--- config.mk ---
export PLATFORM = sky130hd
export DESIGN_NAME = dict_attack_seq
export DESIGN_NICKNAME = d
export VERILOG_FILES = /design/src/rtl/dict_attack_seq_pkg.sv /design/src/rtl/dict_attack_seq_bram_rd_port.sv /design/src/rtl/dict_attack_seq.sv
export SDC_FILE = /design/constraint.sdc
export NUM_CORES = 1
export LEC_CHECK = 0
export CAP_MARGIN = 20
export CORE_AREA = 2 2 213 215
export DETAILED_ROUTE_END_ITERATION = 6
export DIE_AREA = 0 0 215 217
export PLACE_DENSITY_LB_ADDON = 0.2
export RECOVER_POWER = 100
export SLEW_MARGIN = 20
export SYNTH_ARGS = -nofsm -noshare
export SYNTH_HDL_FRONTEND = slang
export SYNTH_SLANG_ARGS = --single-unit
--- constraint.sdc ---
create_clock -name clk -period 52.7 [get_ports clk]
set_input_delay 10.54 -clock clk [delete_from_list [all_inputs] [get_ports clk]]
set_output_delay 10.54 -clock clk [all_outputs]
set_load 0.05 [all_outputs]
--- src/rtl/dict_attack_seq_pkg.sv ---
// Shared definitions for the dictionary-attack sequencer: FSM states, status codes, LED codes.
package dict_attack_seq_pkg;

  typedef enum logic [3:0] {
    FSM_IDLE,
    FSM_LD_HASH,
    FSM_LD_KEY,
    FSM_RD_WORD,
    FSM_AES_REQ,
    FSM_AES_WAIT,
    FSM_CMP,
    FSM_SUCCESS,
    FSM_FAIL
  } fsm_e;

  typedef enum logic [2:0] {
    ST_WAIT    = 3'd0,
    ST_LOADING = 3'd1,
    ST_DICT    = 3'd2,
    ST_SUCCESS = 3'd3,
    ST_FAILURE = 3'd4
  } status_e;

  localparam logic [2:0] LED_RUN  = 3'b011;
  localparam logic [2:0] LED_OK   = 3'b010;
  localparam logic [2:0] LED_FAIL = 3'b001;

  function automatic status_e status_of(input fsm_e s);
    status_e st;
    case (s)
      FSM_LD_HASH, FSM_LD_KEY:                        st = ST_LOADING;
      FSM_RD_WORD, FSM_AES_REQ, FSM_AES_WAIT, FSM_CMP: st = ST_DICT;
      FSM_SUCCESS:                                     st = ST_SUCCESS;
      FSM_FAIL:                                        st = ST_FAILURE;
      default:                                         st = ST_WAIT;
    endcase
    return st;
  endfunction

  function automatic logic [2:0] led_of(input status_e st);
    logic [2:0] l;
    case (st)
      ST_SUCCESS: l = LED_OK;
      ST_FAILURE: l = LED_FAIL;
      default:    l = LED_RUN;
    endcase
    return l;
  endfunction

endpackage

--- src/rtl/dict_attack_seq_bram_rd_port.sv ---
// BRAM read port: holds address/enable and flags rd_valid once RD_LAT cycles have elapsed.
module dict_attack_seq_bram_rd_port #(
  parameter int ADDR_W = 8,
  parameter int RD_LAT = 1
) (
  input  logic              clk,
  input  logic              reset,
  input  logic              ld,
  input  logic [ADDR_W-1:0] ld_addr,
  input  logic              inc,
  input  logic              clr,
  output logic              bram_en,
  output logic [ADDR_W-1:0] bram_addr,
  output logic              rd_valid
);

  localparam int CNT_W = $clog2(RD_LAT + 1);

  logic              en_q, en_d;
  logic [ADDR_W-1:0] addr_q, addr_d;
  logic [CNT_W-1:0]  cnt_q, cnt_d;

  assign rd_valid  = en_q && (cnt_q == CNT_W'(RD_LAT));
  assign bram_en   = en_q;
  assign bram_addr = addr_q;

  // Address is held after the read completes so the compare stage can still see it.
  always_comb begin
    en_d   = en_q;
    addr_d = addr_q;
    cnt_d  = cnt_q;
    if (en_q && !rd_valid) cnt_d = cnt_q + 1'b1;
    if (rd_valid)          en_d  = 1'b0;
    if (clr) begin
      en_d   = 1'b0;
      addr_d = '0;
      cnt_d  = '0;
    end else if (ld) begin
      en_d   = 1'b1;
      addr_d = ld_addr;
      cnt_d  = '0;
    end else if (inc) begin
      en_d   = 1'b1;
      addr_d = addr_q + 1'b1;
      cnt_d  = '0;
    end
  end

  always_ff @(posedge clk or posedge reset) begin
    if (reset) begin
      en_q   <= 1'b0;
      addr_q <= '0;
      cnt_q  <= '0;
    end else begin
      en_q   <= en_d;
      addr_q <= addr_d;
      cnt_q  <= cnt_d;
    end
  end

endmodule

--- src/rtl/dict_attack_seq.sv ---
// Dictionary-attack sequencer: loads hash and key from BRAM, encrypts each dictionary
// entry on the shared encrypter and stops on the first entry whose ciphertext equals the hash.
module dict_attack_seq
  import dict_attack_seq_pkg::*;
#(
  parameter int ADDR_W      = 8,
  parameter int DATA_W      = 128,
  parameter int HASH_ADDR   = 0,
  parameter int KEY_ADDR    = 1,
  parameter int DICT_START  = 3,
  parameter int DICT_SIZE   = 4,
  parameter int RD_LAT      = 1,
  parameter int AES_TIMEOUT = 64
) (
  input  logic              clk,
  input  logic              reset,
  input  logic              start,
  output logic              bram_en,
  output logic [ADDR_W-1:0] bram_addr,
  input  logic [DATA_W-1:0] bram_dout,
  output logic [DATA_W-1:0] aes_data,
  output logic [DATA_W-1:0] aes_key,
  output logic              aes_decrypt,
  output logic              aes_start,
  input  logic              aes_done,
  input  logic [DATA_W-1:0] aes_result,
  output logic [2:0]        state,
  output logic [2:0]        led,
  output logic [ADDR_W-1:0] match_idx,
  output logic              timeout,
  output logic              busy
);

  localparam int                TO_W      = $clog2(AES_TIMEOUT + 1);
  localparam logic [ADDR_W-1:0] LAST_ADDR = ADDR_W'(DICT_START + DICT_SIZE - 1);

  if (DICT_SIZE > 0 && (DICT_START + DICT_SIZE - 1) >= (1 << ADDR_W)) begin : g_addr_chk
    $error("dict_attack_seq: dictionary end address does not fit in ADDR_W");
  end

  fsm_e              fsm_q, fsm_d;
  logic [DATA_W-1:0] hash_q, hash_d;
  logic [DATA_W-1:0] key_q, key_d;
  logic [DATA_W-1:0] data_q, data_d;
  logic [DATA_W-1:0] res_q, res_d;
  logic [TO_W-1:0]   tcnt_q, tcnt_d;
  logic [ADDR_W-1:0] match_q, match_d;
  logic              timeout_q, timeout_d;
  status_e           state_q, state_d;
  logic [2:0]        led_q, led_d;
  logic              busy_q, busy_d;

  logic              rp_ld, rp_inc, rp_clr, rd_valid;
  logic [ADDR_W-1:0] rp_addr;

  dict_attack_seq_bram_rd_port #(
    .ADDR_W (ADDR_W),
    .RD_LAT (RD_LAT)
  ) u_rd_port (
    .clk       (clk),
    .reset     (reset),
    .ld        (rp_ld),
    .ld_addr   (rp_addr),
    .inc       (rp_inc),
    .clr       (rp_clr),
    .bram_en   (bram_en),
    .bram_addr (bram_addr),
    .rd_valid  (rd_valid)
  );

  assign aes_data    = data_q;
  assign aes_key     = key_q;
  assign aes_decrypt = 1'b0;
  assign state       = state_q;
  assign led         = led_q;
  assign match_idx   = match_q;
  assign timeout     = timeout_q;
  assign busy        = busy_q;

  always_comb begin
    fsm_d     = fsm_q;
    hash_d    = hash_q;
    key_d     = key_q;
    data_d    = data_q;
    res_d     = res_q;
    tcnt_d    = tcnt_q;
    match_d   = match_q;
    timeout_d = timeout_q;
    rp_ld     = 1'b0;
    rp_addr   = '0;
    rp_inc    = 1'b0;
    rp_clr    = 1'b0;
    aes_start = 1'b0;
    unique case (fsm_q)
      FSM_IDLE, FSM_SUCCESS, FSM_FAIL: begin
        if (start) begin
          fsm_d     = FSM_LD_HASH;
          rp_ld     = 1'b1;
          rp_addr   = ADDR_W'(HASH_ADDR);
          match_d   = '0;
          timeout_d = 1'b0;
        end
      end
      FSM_LD_HASH: begin
        if (rd_valid) begin
          hash_d  = bram_dout;
          rp_ld   = 1'b1;
          rp_addr = ADDR_W'(KEY_ADDR);
          fsm_d   = FSM_LD_KEY;
        end
      end
      FSM_LD_KEY: begin
        if (rd_valid) begin
          key_d = bram_dout;
          if (DICT_SIZE == 0) begin
            rp_clr = 1'b1;
            fsm_d  = FSM_FAIL;
          end else begin
            rp_ld   = 1'b1;
            rp_addr = ADDR_W'(DICT_START);
            fsm_d   = FSM_RD_WORD;
          end
        end
      end
      FSM_RD_WORD: begin
        if (rd_valid) begin
          data_d = bram_dout;
          fsm_d  = FSM_AES_REQ;
        end
      end
      FSM_AES_REQ: begin
        aes_start = 1'b1;
        tcnt_d    = TO_W'(1);  // counts cycles elapsed since the request pulse
        fsm_d     = FSM_AES_WAIT;
      end
      FSM_AES_WAIT: begin
        if (aes_done) begin
          res_d = aes_result;
          fsm_d = FSM_CMP;
        end else if (tcnt_q >= TO_W'(AES_TIMEOUT - 1)) begin
          timeout_d = 1'b1;
          rp_clr    = 1'b1;
          fsm_d     = FSM_FAIL;
        end else begin
          tcnt_d = tcnt_q + 1'b1;
        end
      end
      FSM_CMP: begin
        if (res_q == hash_q) begin
          match_d = bram_addr;
          rp_clr  = 1'b1;
          fsm_d   = FSM_SUCCESS;
        end else if (bram_addr == LAST_ADDR) begin
          rp_clr = 1'b1;
          fsm_d  = FSM_FAIL;
        end else begin
          rp_inc = 1'b1;
          fsm_d  = FSM_RD_WORD;
        end
      end
      default: fsm_d = FSM_IDLE;
    endcase
  end

  always_comb begin
    state_d = status_of(fsm_q);
    led_d   = led_of(state_d);
    busy_d  = (state_d == ST_LOADING) || (state_d == ST_DICT);
  end

  always_ff @(posedge clk or posedge reset) begin
    if (reset) begin
      fsm_q     <= FSM_IDLE;
      hash_q    <= '0;
      key_q     <= '0;
      data_q    <= '0;
      res_q     <= '0;
      tcnt_q    <= '0;
      match_q   <= '0;
      timeout_q <= 1'b0;
      state_q   <= ST_WAIT;
      led_q     <= LED_RUN;
      busy_q    <= 1'b0;
    end else begin
      fsm_q     <= fsm_d;
      hash_q    <= hash_d;
      key_q     <= key_d;
      data_q    <= data_d;
      res_q     <= res_d;
      tcnt_q    <= tcnt_d;
      match_q   <= match_d;
      timeout_q <= timeout_d;
      state_q   <= state_d;
      led_q     <= led_d;
      busy_q    <= busy_d;
    end
  end

endmodule

Yosys cells after proc, flatten, opt, wreduce, memory -nomap -nowiden. Memory sizes are Yosys's and may differ from the RTL's. Cells that the tools add are included.

Register bits after elaboration: 549. Bits in read-only memories: 48. Input bits: 260. Output and inout bits: 283. Word-level logic and storage cells: 109. Memories: 1.

Memory list: (no name shown) (depth 16, width 3, rd ports 1, clocked after memory_dff 0, wr ports 0, RTL line dict_attack_seq_pkg.sv:30) `case (s)`.

Add/sub/neg operators: 3. $lt $le $gt $ge: 1. Equal/unequal tests: 23. Multiplexer cells: 46. Reduce and logical (&&, ||, !) cells: 21.

Operator list (number): 128-bit == test (1); 8-bit two-way mux (5); 4-bit two-way mux (8); 4-bit case mux with 7 select lines (1); 1-bit two-way mux (22); 4-bit by 3-bit == test with 1-bit output (second input constant) (4); 8-bit case mux with 2 select lines (1); 7-bit two-way mux (2); 7-bit case mux with 2 select lines (1); 2-bit inequality test (second input constant) (5); 8-bit by 1-bit adder with 8-bit output (second input constant) (1); 4-bit by 2-bit == test with 1-bit output (second input constant) (2); 8-bit by 3-bit == test with 1-bit output (second input constant) (1); 2-bit case mux with 2 select lines (2); 2-bit AND reduction (4); 4-bit nonzero test (2); 7-bit by 1-bit adder with 7-bit output (second input constant) (1); 7-bit by 6-bit greater-or-equal comparator with 1-bit output (second input constant) (1); 3-bit by 2-bit == test with 1-bit output (second input constant) (2); 2-bit by 1-bit inequality test with 1-bit output (second input constant) (3); 1-bit case mux with 2 select lines (3); 3-bit AND reduction (2); 2-bit nonzero test (3); 5-bit AND reduction (1); 15 further kinds (16).

Logic depth before layout (Yosys ltp).
Depth after elaboration: 7. Mapped depth: 10. Depth with buffers taken out: 8.

Hierarchy. From an unflattened synthesis, not the netlist that was laid out.

Cell total of the unflattened synthesis: 1472. Area, all modules: 22617.9 µm².

Modules (own cells, without submodules): dict_attack_seq (times used 1, cells each 1414, area an instance 22068.7 µm², sequential area each 13465.4 µm²); dict_attack_seq_bram_rd_port (times used 1, cells each 58, area an instance 549.3 µm², sequential area each 250.2 µm²).

Worst setup path after synthesis. OpenSTA, ideal clock, no wires.

Path kind: input to register. Start point: in aes_done. End point: reg fsm_q[3]. Setup time: 0.126 ns. Data arrival time: 11.846 ns. Required time: 52.574 ns. Path slack: 40.728 ns. Cell stages on the path: 6. Buffers on the path: 0. Cell sequence: nand4bb_1 -> a211oi_2 -> nand3b_2 -> nor2b_2 -> nor2b_1 -> a311o_1.

Cells in the longest elaborated chain, start to end: 2. Elaborated cells between the ends (all ways): 4. Those cells by class: 1 x eq/ne; 2 x mux; 1 x reduce/logical.

Ends and longest elaborated chain: start: declaration (RTL line dict_attack_seq.sv:25) `input logic aes_done,`; 4-bit two-way mux or 3-bit inequality test (tied branches); 4-bit case mux with 7 select lines or 5-bit AND reduction (tied branches); end signal: assignment (RTL line dict_attack_seq.sv:185) `fsm_q <= fsm_d;`; end: declaration (RTL line dict_attack_seq.sv:41) `fsm_e fsm_q, fsm_d;`.

Parallel ways exist; a longest one is shown, timed or not. A chain may end at the register's enable or synchronous reset.

==> qor.txt <==
Ys Warns = 0
Seq/Total Area, Yosys = 61.3%
Mux cell area share after synthesis = 25.8%
Clk slew on worst S/H paths = 0.06 ns
Status = finished, violations left
Placer congestion estimate = 0.817
Hold Startpoint = aes_key[17]$_DFFE_PP0P_
CP dominant cell by count = clkbuf_1
CP arrival = 25.10 ns
Period Utilization, post-route = 50.8%
Pwr Density = 70.8 nW/um^2
Longest Clk Path Bufs = 3
Core area = 44700 um^2
Critical-path maximum fanout = 181
Vias in the first global route = 15300
Family with the most delay on the worst path = buffers and inverters
Failing checks = capacitance limit, slew limit
Worst path cell trace = dlygate4sd3_1 > clkinvlp_2 > clkbuf_1 > clkbuf_1 > clkbuf_1
Final setup TNS = 0 ns
Ys flop type = dfrtp_1
Synthesis-stage register bit count = 548
Final setup violation count = 0
Initial antenna violation count = 17
Fin area = 30300 um^2
Dominant cells by area after synthesis = dfrtp_1 61%, mux2_2 26%, xnor2_1 5.0%
Post-synthesis cell area = 22400 um^2
Htree depth = 2
Remaining DRCs = 0
Simple-gate share of the synthesized area = 3.76%
Netlist cell types = 50
IO Count = 543
Leak = 0.0129 uW
Max frequency = 0.0374 GHz
Final Max Slew Viols = 668
CTS tree = done
Final clock skew = 0.0175 ns
Main combinational cell family by area after synthesis = multiplexers
Cell taking the most area after synthesis = dfrtp_1
Fraction of registers with async set/reset = 100%
Syn Inst Count = 1490
Cell Area, Placed = 28400 um^2
Final nets = 2300
DIE HEIGHT = 217 um
Port bufs = 540
Worst R2R Start = fsm_q[3]$_DFFE_PP0P_
Share of layout cells above drive strength 1 = 30.0%
Sink Count = 548
Most frequent cell after synthesis = dfrtp_1
Final hold vios = 0
RSZ-0062 raised after global routing = no
Drt first pass iters = 5
Post-CTS Setup Bufs = 0
Clock root cell = clkbuf_16
Initial Util = 50.1%
Post-synth top cells = 546 x dfrtp_1, 512 x mux2_2, 129 x xnor2_1
Die width = 215 um
Compound-gate portion of the synthesized area = 1.89%
CP required = 51.04 ns
Worst Path Buf+Inv = 5
Worst path max stage delay = 6.66 ns
DR vias/cell = 5.33
Avg Cell Area, Syn = 15.0 um^2
GRT overflow = 0
Final period demand of the worst path = 26.75 ns
Synth Area in Adders = 0.391%
Global Route Usage Sum = 26.6%
Std-Cell Rows = 78
MaxCap Viol Count = 8
Post-cts sizing count = 0
Synth-to-layout area growth = 35.3%
CP Launch Type = primary input
Routed Antenna Nets = 0
CP Launch Point = reset
Wire per inst = 23.1 um
# hold bufs at CTS = 0
Slew @ Worst Pin = 9.39 ns
Synth Area in XOR/XNOR = 5.20%
Post-synth EDFFs = 0
Largest net degree at the start of global routing = 182
Final wirelength = 62200 um
First-pass GRT wire length = 93900 um
Via count = 14400
Die area = 46700 um^2
Total power = 2150 uW
Clk_lat worst skew = 0.61 ns
Share of the synthesized area in the top cell type = 61.0%
Hold Worst Slack = 0.496 ns
Max-slew headroom = -526%
CP max stage cell = clkbuf_1
Kind of critical path = in2async
Final Core Density = 67.8%
Initial DRC Count = 850
Critical Path End Type = asynchronous set/reset pin
CTS Buf Count = 58
HPWL Detailed = 45600 um
Peak supply drop = 0.0000577 V
Worst min-delay path category = reg2reg
[worst reg2reg max path: cells and delay by family, from the launching register on]
family / cells / cell delay (ns)
and+or+nand+nor: 3 / 2.63
DFF: 1 / 0.57
muxes: 1 / 0.70
buffers and inverters: 1 / 2.93
[sequential cells by signal, indices dropped and copies added, names as in the netlist]
name / count
state: 3
aes_data: 128
busy: 1
tcnt_q: 7
u_rd_port.bram_addr: 8
fsm_q: 4
u_rd_port.bram_en: 1
led: 2
hash_q: 128
res_q: 128
timeout: 1
aes_key: 128
u_rd_port.cnt_q: 1
match_idx: 8
[cell type report]
class | count | area, um^2
clock buffer | 84 | 1700
inverter | 7 | 27.5
sequential | 548 | 13700
clock inverter | 21 | 269
timing repair buffer | 554 | 5480
fill | 3277 | 14400
antenna | 14 | 35.0
tap | 600 | 751
multi-input combinational | 864 | 8320
[cells in the final DEF, fill, tap and decap left out, drive strengths merged, types with 19 or more instances in the layout]
cell type / netlist / final
clkbuf: 12 / 91
mux2: 512 / 512
xnor2: 129 / 129
dlygate4sd3: 0 / 412
nand2: 24 / 24
nor2: 23 / 23
clkdlybuf4s50: 0 / 128
nand4: 36 / 36
dfrtp: 546 / 546
nand3: 19 / 19
[power by group]
part,switching [uW],internal [uW],leakage [uW],total (uW)
Clock,167,248,0.000969,415
Combinational,610,388,0.00532,998
Sequential,115,619,0.00663,734
[per-layer routing]
layer	share of wire [%]	GRT usage (%)	vias up
li1	-	-	6420
met1	41	34.0	7398
met2	50	44.3	423
met3	5.9	5.95	107
met4	3.1	10.7	8
met5	0.087	0	-
[worst paths after layout]
| kind | end | slack [ns] | depth (start not counted) |
|---|---|---|---|
| worst max-delay path | aes_data[108]$_DFFE_PP0P_ | 25.95 | 5 |
| worst min-delay path | aes_key[17]$_DFFE_PP0P_ | 0.50 | 1 |
| worst max register to register | res_q[74]$_DFFE_PP0P_ | 45.78 | 5 |
| worst min register to register | aes_key[17]$_DFFE_PP0P_ | 0.50 | 1 |
| max in group clk | res_q[74]$_DFFE_PP0P_ | 36.43 | 4 |
| min in group asynchronous | aes_data[68]$_DFFE_PP0P_ | 11.52 | 2 |
[cell families after synthesis]
family,count (synthesis)
mux,513
xor+xnor,133
buf+inv,79
simple gates,154
compound gates,55
other cells,1
flops,548
fa+ha+maj,7
[through the flow]
| step | instances | setup WS (ns) |
|---|---|---|
| 2_1_floorplan | 1491 | 26.84 |
| 3_3_place_gp | 2572 | 38.66 |
| 3_5_place_dp | 2572 | 38.57 |
| 4_1_cts | 2677 | 39.22 |
| 5_1_grt | 2691 | 22.50 |
| 6_report | 2692 | 25.95 |
Power figures use the tool's default switching activity.
